<file path="src/rtl/vector_loader_if.sv">
`default_nettype none
// +--------------------------------------------------------------------------+
// | vector_loader_if                                                         |
// | Command/UART-byte inputs and vector-A memory write port of the loader.   |
// | Revision: 1.0                                                            |
// +--------------------------------------------------------------------------+
interface vector_loader_if #(
  parameter int ADDR_WIDTH = 10
);
  logic [1:0]            command;
  logic [7:0]            byte_received;
  logic                  rx_data_ready;
  logic                  coprocessor_busy;
  logic                  mem_we;
  logic [ADDR_WIDTH-1:0] mem_addr;
  logic [7:0]            mem_din;
  logic                  load_done;
  logic                  load_error;
  logic [ADDR_WIDTH:0]   bytes_loaded;

  // Decoder / UART / memory side
  modport master (
    output command, byte_received, rx_data_ready,
    input  coprocessor_busy, mem_we, mem_addr, mem_din,
    input  load_done, load_error, bytes_loaded
  );

  // Loader side
  modport slave (
    input  command, byte_received, rx_data_ready,
    output coprocessor_busy, mem_we, mem_addr, mem_din,
    output load_done, load_error, bytes_loaded
  );
endinterface
`default_nettype wire

</file>
<file path="src/rtl/vector_loader.sv">
`default_nettype none
// +--------------------------------------------------------------------------+
// | vector_loader                                                            |
// | Streams N_ELEMENTS UART bytes into vector-A memory on a READ_A command.  |
// | Revision: 1.0                                                            |
// +--------------------------------------------------------------------------+
module vector_loader #(
  parameter int N_ELEMENTS     = 1024,
  parameter int ADDR_WIDTH     = 10,
  parameter int TIMEOUT_CYCLES = 100_000_000
) (
  input  logic          clk,
  input  logic          rst,
  vector_loader_if.slave bus
);

  localparam logic [1:0] c_st_idle  = 2'd0;
  localparam logic [1:0] c_st_load  = 2'd1;
  localparam logic [1:0] c_st_done  = 2'd2;
  localparam logic [1:0] c_st_error = 2'd3;

  localparam logic [1:0] c_cmd_read_a = 2'd1;

  localparam int                    c_tmr_w    = $clog2(TIMEOUT_CYCLES);
  localparam logic [c_tmr_w-1:0]    c_tmr_last = c_tmr_w'(TIMEOUT_CYCLES - 1);
  localparam logic [ADDR_WIDTH:0]   c_n_total  = (ADDR_WIDTH+1)'(N_ELEMENTS);

  logic [1:0]            r_state;
  logic [c_tmr_w-1:0]    r_tmr;
  logic [ADDR_WIDTH:0]   r_bytes;
  logic                  r_busy;
  logic                  r_mem_we;
  logic [ADDR_WIDTH-1:0] r_mem_addr;
  logic [7:0]            r_mem_din;
  logic                  r_load_done;
  logic                  r_load_error;
  logic [ADDR_WIDTH:0]   w_bytes_next;

  assign w_bytes_next = r_bytes + 1'b1;

  always_ff @(posedge clk) begin
    if (rst) begin
      r_state      <= c_st_idle;
      r_tmr        <= '0;
      r_bytes      <= '0;
      r_busy       <= 1'b0;
      r_mem_we     <= 1'b0;
      r_mem_addr   <= '0;
      r_mem_din    <= '0;
      r_load_done  <= 1'b0;
      r_load_error <= 1'b0;
    end else begin
      r_mem_we    <= 1'b0;
      r_load_done <= 1'b0;
      case (r_state)
        // A strobe coinciding with the command is its terminator: not stored.
        c_st_idle: begin
          if (bus.command == c_cmd_read_a) begin
            r_state      <= c_st_load;
            r_busy       <= 1'b1;
            r_bytes      <= '0;
            r_load_error <= 1'b0;
            r_tmr        <= '0;
          end
        end
        c_st_load: begin
          if (bus.rx_data_ready) begin
            r_mem_we   <= 1'b1;
            r_mem_addr <= r_bytes[ADDR_WIDTH-1:0];
            r_mem_din  <= bus.byte_received;
            r_bytes    <= w_bytes_next;
            r_tmr      <= '0;
            if (w_bytes_next == c_n_total) begin
              r_state     <= c_st_done;
              r_busy      <= 1'b0;
              r_load_done <= 1'b1;
            end
          end else if (r_tmr == c_tmr_last) begin
            r_state      <= c_st_error;
            r_busy       <= 1'b0;
            r_load_error <= 1'b1;
          end else begin
            r_tmr <= r_tmr + 1'b1;
          end
        end
        default: r_state <= c_st_idle;
      endcase
    end
  end

  assign bus.coprocessor_busy = r_busy;
  assign bus.mem_we           = r_mem_we;
  assign bus.mem_addr         = r_mem_addr;
  assign bus.mem_din          = r_mem_din;
  assign bus.load_done        = r_load_done;
  assign bus.load_error       = r_load_error;
  assign bus.bytes_loaded     = r_bytes;

endmodule
`default_nettype wire

</file>
<file path="src/flat_wrapper.sv">
// flat-port wrapper written by rule: the top's interface ports become plain ports
module vector_loader_flat 
#(
  parameter int N_ELEMENTS     = 1024,
  parameter int ADDR_WIDTH     = 10,
  parameter int TIMEOUT_CYCLES = 100_000_000
)
  (clk, rst, bus_command, bus_byte_received, bus_rx_data_ready, bus_coprocessor_busy, bus_mem_we, bus_mem_addr, bus_mem_din, bus_load_done, bus_load_error, bus_bytes_loaded);
  vector_loader_if #(.ADDR_WIDTH(ADDR_WIDTH)) bus_i ();
  input  logic clk;
  input  logic rst;
  input wire logic [$bits(bus_i.command)-1:0] bus_command;
  input wire logic [$bits(bus_i.byte_received)-1:0] bus_byte_received;
  input wire logic [$bits(bus_i.rx_data_ready)-1:0] bus_rx_data_ready;
  output wire logic [$bits(bus_i.coprocessor_busy)-1:0] bus_coprocessor_busy;
  output wire logic [$bits(bus_i.mem_we)-1:0] bus_mem_we;
  output wire logic [$bits(bus_i.mem_addr)-1:0] bus_mem_addr;
  output wire logic [$bits(bus_i.mem_din)-1:0] bus_mem_din;
  output wire logic [$bits(bus_i.load_done)-1:0] bus_load_done;
  output wire logic [$bits(bus_i.load_error)-1:0] bus_load_error;
  output wire logic [$bits(bus_i.bytes_loaded)-1:0] bus_bytes_loaded;
  assign bus_i.command = bus_command;
  assign bus_i.byte_received = bus_byte_received;
  assign bus_i.rx_data_ready = bus_rx_data_ready;
  assign bus_coprocessor_busy = bus_i.coprocessor_busy;
  assign bus_mem_we = bus_i.mem_we;
  assign bus_mem_addr = bus_i.mem_addr;
  assign bus_mem_din = bus_i.mem_din;
  assign bus_load_done = bus_i.load_done;
  assign bus_load_error = bus_i.load_error;
  assign bus_bytes_loaded = bus_i.bytes_loaded;
  vector_loader #(.N_ELEMENTS(N_ELEMENTS), .ADDR_WIDTH(ADDR_WIDTH), .TIMEOUT_CYCLES(TIMEOUT_CYCLES)) u_core (.clk(clk), .rst(rst), .bus(bus_i));
endmodule
</file>
<file path="config.mk">
export PLATFORM = sky130hd
export DESIGN_NAME = vector_loader_flat
export DESIGN_NICKNAME = d
export VERILOG_FILES = /design/src/rtl/vector_loader_if.sv /design/src/rtl/vector_loader.sv /design/src/flat_wrapper.sv
export SDC_FILE = /design/constraint.sdc
export NUM_CORES = 1
export LEC_CHECK = 0
export BUFFER_PORTS_ARGS = -buffer_cell sky130_fd_sc_hd__buf_2
export CORE_UTILIZATION = 56
export DETAILED_ROUTE_END_ITERATION = 12
export GPL_TIMING_DRIVEN = 0
export PLACE_DENSITY = 0.79
export SLEW_MARGIN = 20
export SYNTH_ARGS = -nofsm -noshare
export SYNTH_HDL_FRONTEND = slang
export SYNTH_SLANG_ARGS = --single-unit
</file>
<file path="constraint.sdc">
create_clock -name clk -period 3.1 [get_ports clk]
set_input_delay 0.155 -clock clk [delete_from_list [all_inputs] [get_ports clk]]
set_output_delay 0.155 -clock clk [all_outputs]
set_load 0.02 [all_outputs]
</file>
==> impl_results.md <==
- Outcome: finished clean
- Yosys cell types: 49
- Width of the die: 74.7 µm
- Detailed-route DRC error count: 0
- WL per Instance: 14.4 µm
- Worst Tran Pin Value: 0.492 ns
- Clock network fraction of total power: 0.393
- Cell with the most instances after synthesis: sky130_fd_sc_hd__dfxtp_1
- Routability Congestion: 0.866
- Warning count from the yosys run: 0
- HPWL after DPL: 4.85 mm
- Core Footprint: 5110 µm²
- Cell-by-cell trace of the critical path: ha_1, clkbuf_1, or3_1, a21boi_0, mux2i_1, a2111oi_4, nand3_1, a41o_1
- Switching power: 0.377 mW
- Core Rows: 26
- Final setup vio count: 0
- Commonest cells in the netlist: sky130_fd_sc_hd__dfxtp_1, sky130_fd_sc_hd__nand2_1, sky130_fd_sc_hd__nor2_1, sky130_fd_sc_hd__a21oi_1, sky130_fd_sc_hd__xnor2_1
- Sequential fraction of design power: 0.544
- Endpoint class of the critical path: register
- Number of buffers created by CTS: 9
- Period minus WS final: 2.52 ns
- Worst vdd ir: 253 µV
- PostCTS Resize Cnt: 0
- Die area: 5580 µm²
- Maximum number of pins on one net before global-route repair: 11
- Async SR Flop Fraction: 0
- Detailed-route via count: 2784
- Count of nets left with antenna violations after detail routing: 0
- Number of max-slew violations in the final report: 0
- Count of state elements after synthesis: 62
- Initial antenna violation count: 0
- Switching power as a share of total power: 0.253
- Library cell contributing the largest single delay on the critical path: sky130_fd_sc_hd__a2111oi_4
- Fraction of post-synthesis cell area in the top cell type by area: 0.419
- Synth Net Count: 373
- Combinational share of power: 0.063
- Placed insts: 471
- Aggregate global-route resource usage: 0.262
- Register-to-register setup slack: 0.58 ns
- CP required: 3.33 ns
- Global-route wire length before repair: 11.0 mm
- CTS tree: yes
- Layout-stage area growth over the synthesis result: 15.6%
- Hold-fix buffer count after cts: 0
- Top-level I/O count: 46
- Count of H-tree levels built during CTS: 3
- Drt first-iter violations: 176
- Highest achievable clock rate: 0.396 GHz
- Critical register-to-register path endpoint: u_core.bus.coprocessor_busy$_SDFFE_PP0P_
- Post-place instance area: 3270 µm²
- Final-report hold violation count: 0
- Sink count of the clock tree: 62
- Starting density of the core: 0.580
- Kind of start point of the critical path: register
- Period utilisation layout: 0.814
- Worst setup path endpoint: u_core.bus.coprocessor_busy$_SDFFE_PP0P_
- Clock buffer depth: 2
- Share of the core filled with cells: 0.671
- Max Fanout on Critical Path: 10
- Final Hold Slack: 0.0578 ns
- Sequential Area: 1240 µm²
- Launch point of the worst reg-to-reg path: u_core.bus.bytes_loaded[0]$_SDFFE_PP0P_
- Final instance area: 3420 µm²
- Post-synth EDFFs: 0
- Unrepaired setup endpoints after global routing: no
- Setup TNS Final: 0 ns
- Max Cap Viol: 0
- Kind of path behind the tightest hold check: in -> reg
- Arrival time of data at the critical path endpoint: 2.75 ns
- Setup Buffers After CTS: 0
- Cell-internal power: 1.11 mW
- Net count, final: 428
- Area of the multi-input gates: 1590 µm²
- Reg2reg path depth: 8
- Critical path class: reg -> reg
- Worst setup slack after placement: 0.617 ns
- Iteration count of the initial detailed-routing pass: 4
- Vias in the first global route: 2396
- Total Wirelength: 7.01 mm
- Post-route total power: 1.49 mW
- Clock transition at the registers of the reported paths: 0.07 ns
- Share of the yosys chip area belonging to registers: 0.419
- Height of the chip: 74.7 µm
- Leakage power figure: 1.32 nW
- Layout Cells excl Fill: 486
- Total of fill cells in the finished design: 448
- Post-synthesis instance total: 357
- Startpoint of the worst setup timing path: u_core.bus.bytes_loaded[0]$_SDFFE_PP0P_
- Clock Tree Root: sky130_fd_sc_hd__clkbuf_8
- Setup clock skew after layout: 0.00671 ns
- Smallest setup slack after layout: 0.576 ns
- Rel. slew slack: 0.672
- Delay of the slowest cell on the worst path: 0.45 ns
- Library cell with the largest summed area after synthesis: sky130_fd_sc_hd__dfxtp_1
- Top FF cell, synth: sky130_fd_sc_hd__dfxtp_1
- Mapped Area: 2960 µm²
- Top post-synthesis cells by area: sky130_fd_sc_hd__dfxtp_1, sky130_fd_sc_hd__nand2_1, sky130_fd_sc_hd__xnor2_1, sky130_fd_sc_hd__nor2_1, sky130_fd_sc_hd__a21oi_1
- Total global routing overflow: 0
- Proportion of layout cells with a drive suffix above 1: 0.188
- Number of I/O port buffers: 44
- Count of inserted antenna diode cells: 0
- Cell Pwr Density: 435 nW/µm²
- Avg Synthesized Cell Area: 8.30 µm²
- Via-to-Cell Ratio: 5.73
- Insertion delay to the later sink of the worst-skew pair: 0.33 ns
-- power by group through the flow --
stage | Sequential [mW] | Clock (mW) | Combinational (mW)
global route | 0.811 | 0.639 | 0.101
floorplan | 0.834 | 0 | 0.0535
global placement | 0.828 | 0 | 0.0900
CTS | 0.810 | 0.591 | 0.0924
detailed placement | 0.828 | 0 | 0.0917
finish | 0.810 | 0.586 | 0.0931
-- placed cells by master (no fill, tap or decap), types with 15 or more instances in the layout --
cell type                  netlist  layout
sky130_fd_sc_hd__buf_2           6      50
sky130_fd_sc_hd__o21ai_0        17      17
sky130_fd_sc_hd__nand3_1        15      15
sky130_fd_sc_hd__dfxtp_1        62      62
sky130_fd_sc_hd__xnor2_1        22      22
sky130_fd_sc_hd__nand2_1        58      58
sky130_fd_sc_hd__nor2_1         35      35
sky130_fd_sc_hd__clkbuf_1       14      15
sky130_fd_sc_hd__a21oi_1        26      26
-- sequential cells by signal, summed over array words and instances (netlist names) --
name / cells
u_core.bus.load_done: 1
u_core.r_state: 2
u_core.bus.mem_din: 8
u_core.bus.load_error: 1
u_core.r_tmr: 27
u_core.bus.bytes_loaded: 11
u_core.bus.coprocessor_busy: 1
u_core.bus.mem_we: 1
u_core.bus.mem_addr: 10
-- worst min path at each step --
stage / startpoint / endpoint / slack, ns / depth (start not counted)
after CTS: bus_byte_received[4] / u_core.bus.mem_din[4]$_SDFFE_PP0P_ / 0.05 / 3
after global placement: bus_byte_received[4] / u_core.bus.mem_din[4]$_SDFFE_PP0P_ / 0.40 / 3
after global routing: bus_byte_received[4] / u_core.bus.mem_din[4]$_SDFFE_PP0P_ / 0.06 / 3
final: bus_byte_received[4] / u_core.bus.mem_din[4]$_SDFFE_PP0P_ / 0.06 / 3
after floorplan: bus_byte_received[0] / u_core.bus.mem_din[0]$_SDFFE_PP0P_ / 0.29 / 2
after detailed placement: bus_byte_received[4] / u_core.bus.mem_din[4]$_SDFFE_PP0P_ / 0.41 / 3
-- layout make-up --
| cell class | count | share of cell area |
|---|---|---|
| buffer | 23 | 0.0307 |
| multi-input combinational | 265 | 0.464 |
| tap | 70 | 0.0256 |
| inverter | 7 | 0.00767 |
| clock inverter | 5 | 0.00804 |
| sequential | 62 | 0.362 |
| timing repair buffer | 44 | 0.0643 |
| clock buffer | 10 | 0.0373 |
-- critical path: cells and delay by family, from the launching register on --
family,cells,cell delay (ns)
compound gates,3,0.90
flops,1,0.41
simple gates,2,0.50
buf+inv,1,0.21
mux,1,0.15
fa+ha+maj,1,0.25
-- routing by layer --
metal	vias to the layer above	GRT usage	routed length (µm)
li1	1366	-	-
met1	1295	0.351	3220
met2	107	0.403	3210
met3	16	0.0495	447
met4	0	0.132	132
met5	-	0	0
-- cell families (layout without fill, tap and decap cells) --
group	count (synthesis)	in the layout	share of synthesized area
AND/OR/NAND/NOR	167	167	0.289
multiplexers	2	2	0.00676
adder cells (fa/ha/maj)	3	3	0.0127
AO/OA/AOI/OAI	66	66	0.148
buffers and inverters	30	89	0.0444
flip-flops	62	62	0.419
XOR/XNOR	27	27	0.0798
Power figures use the tool's default switching activity.
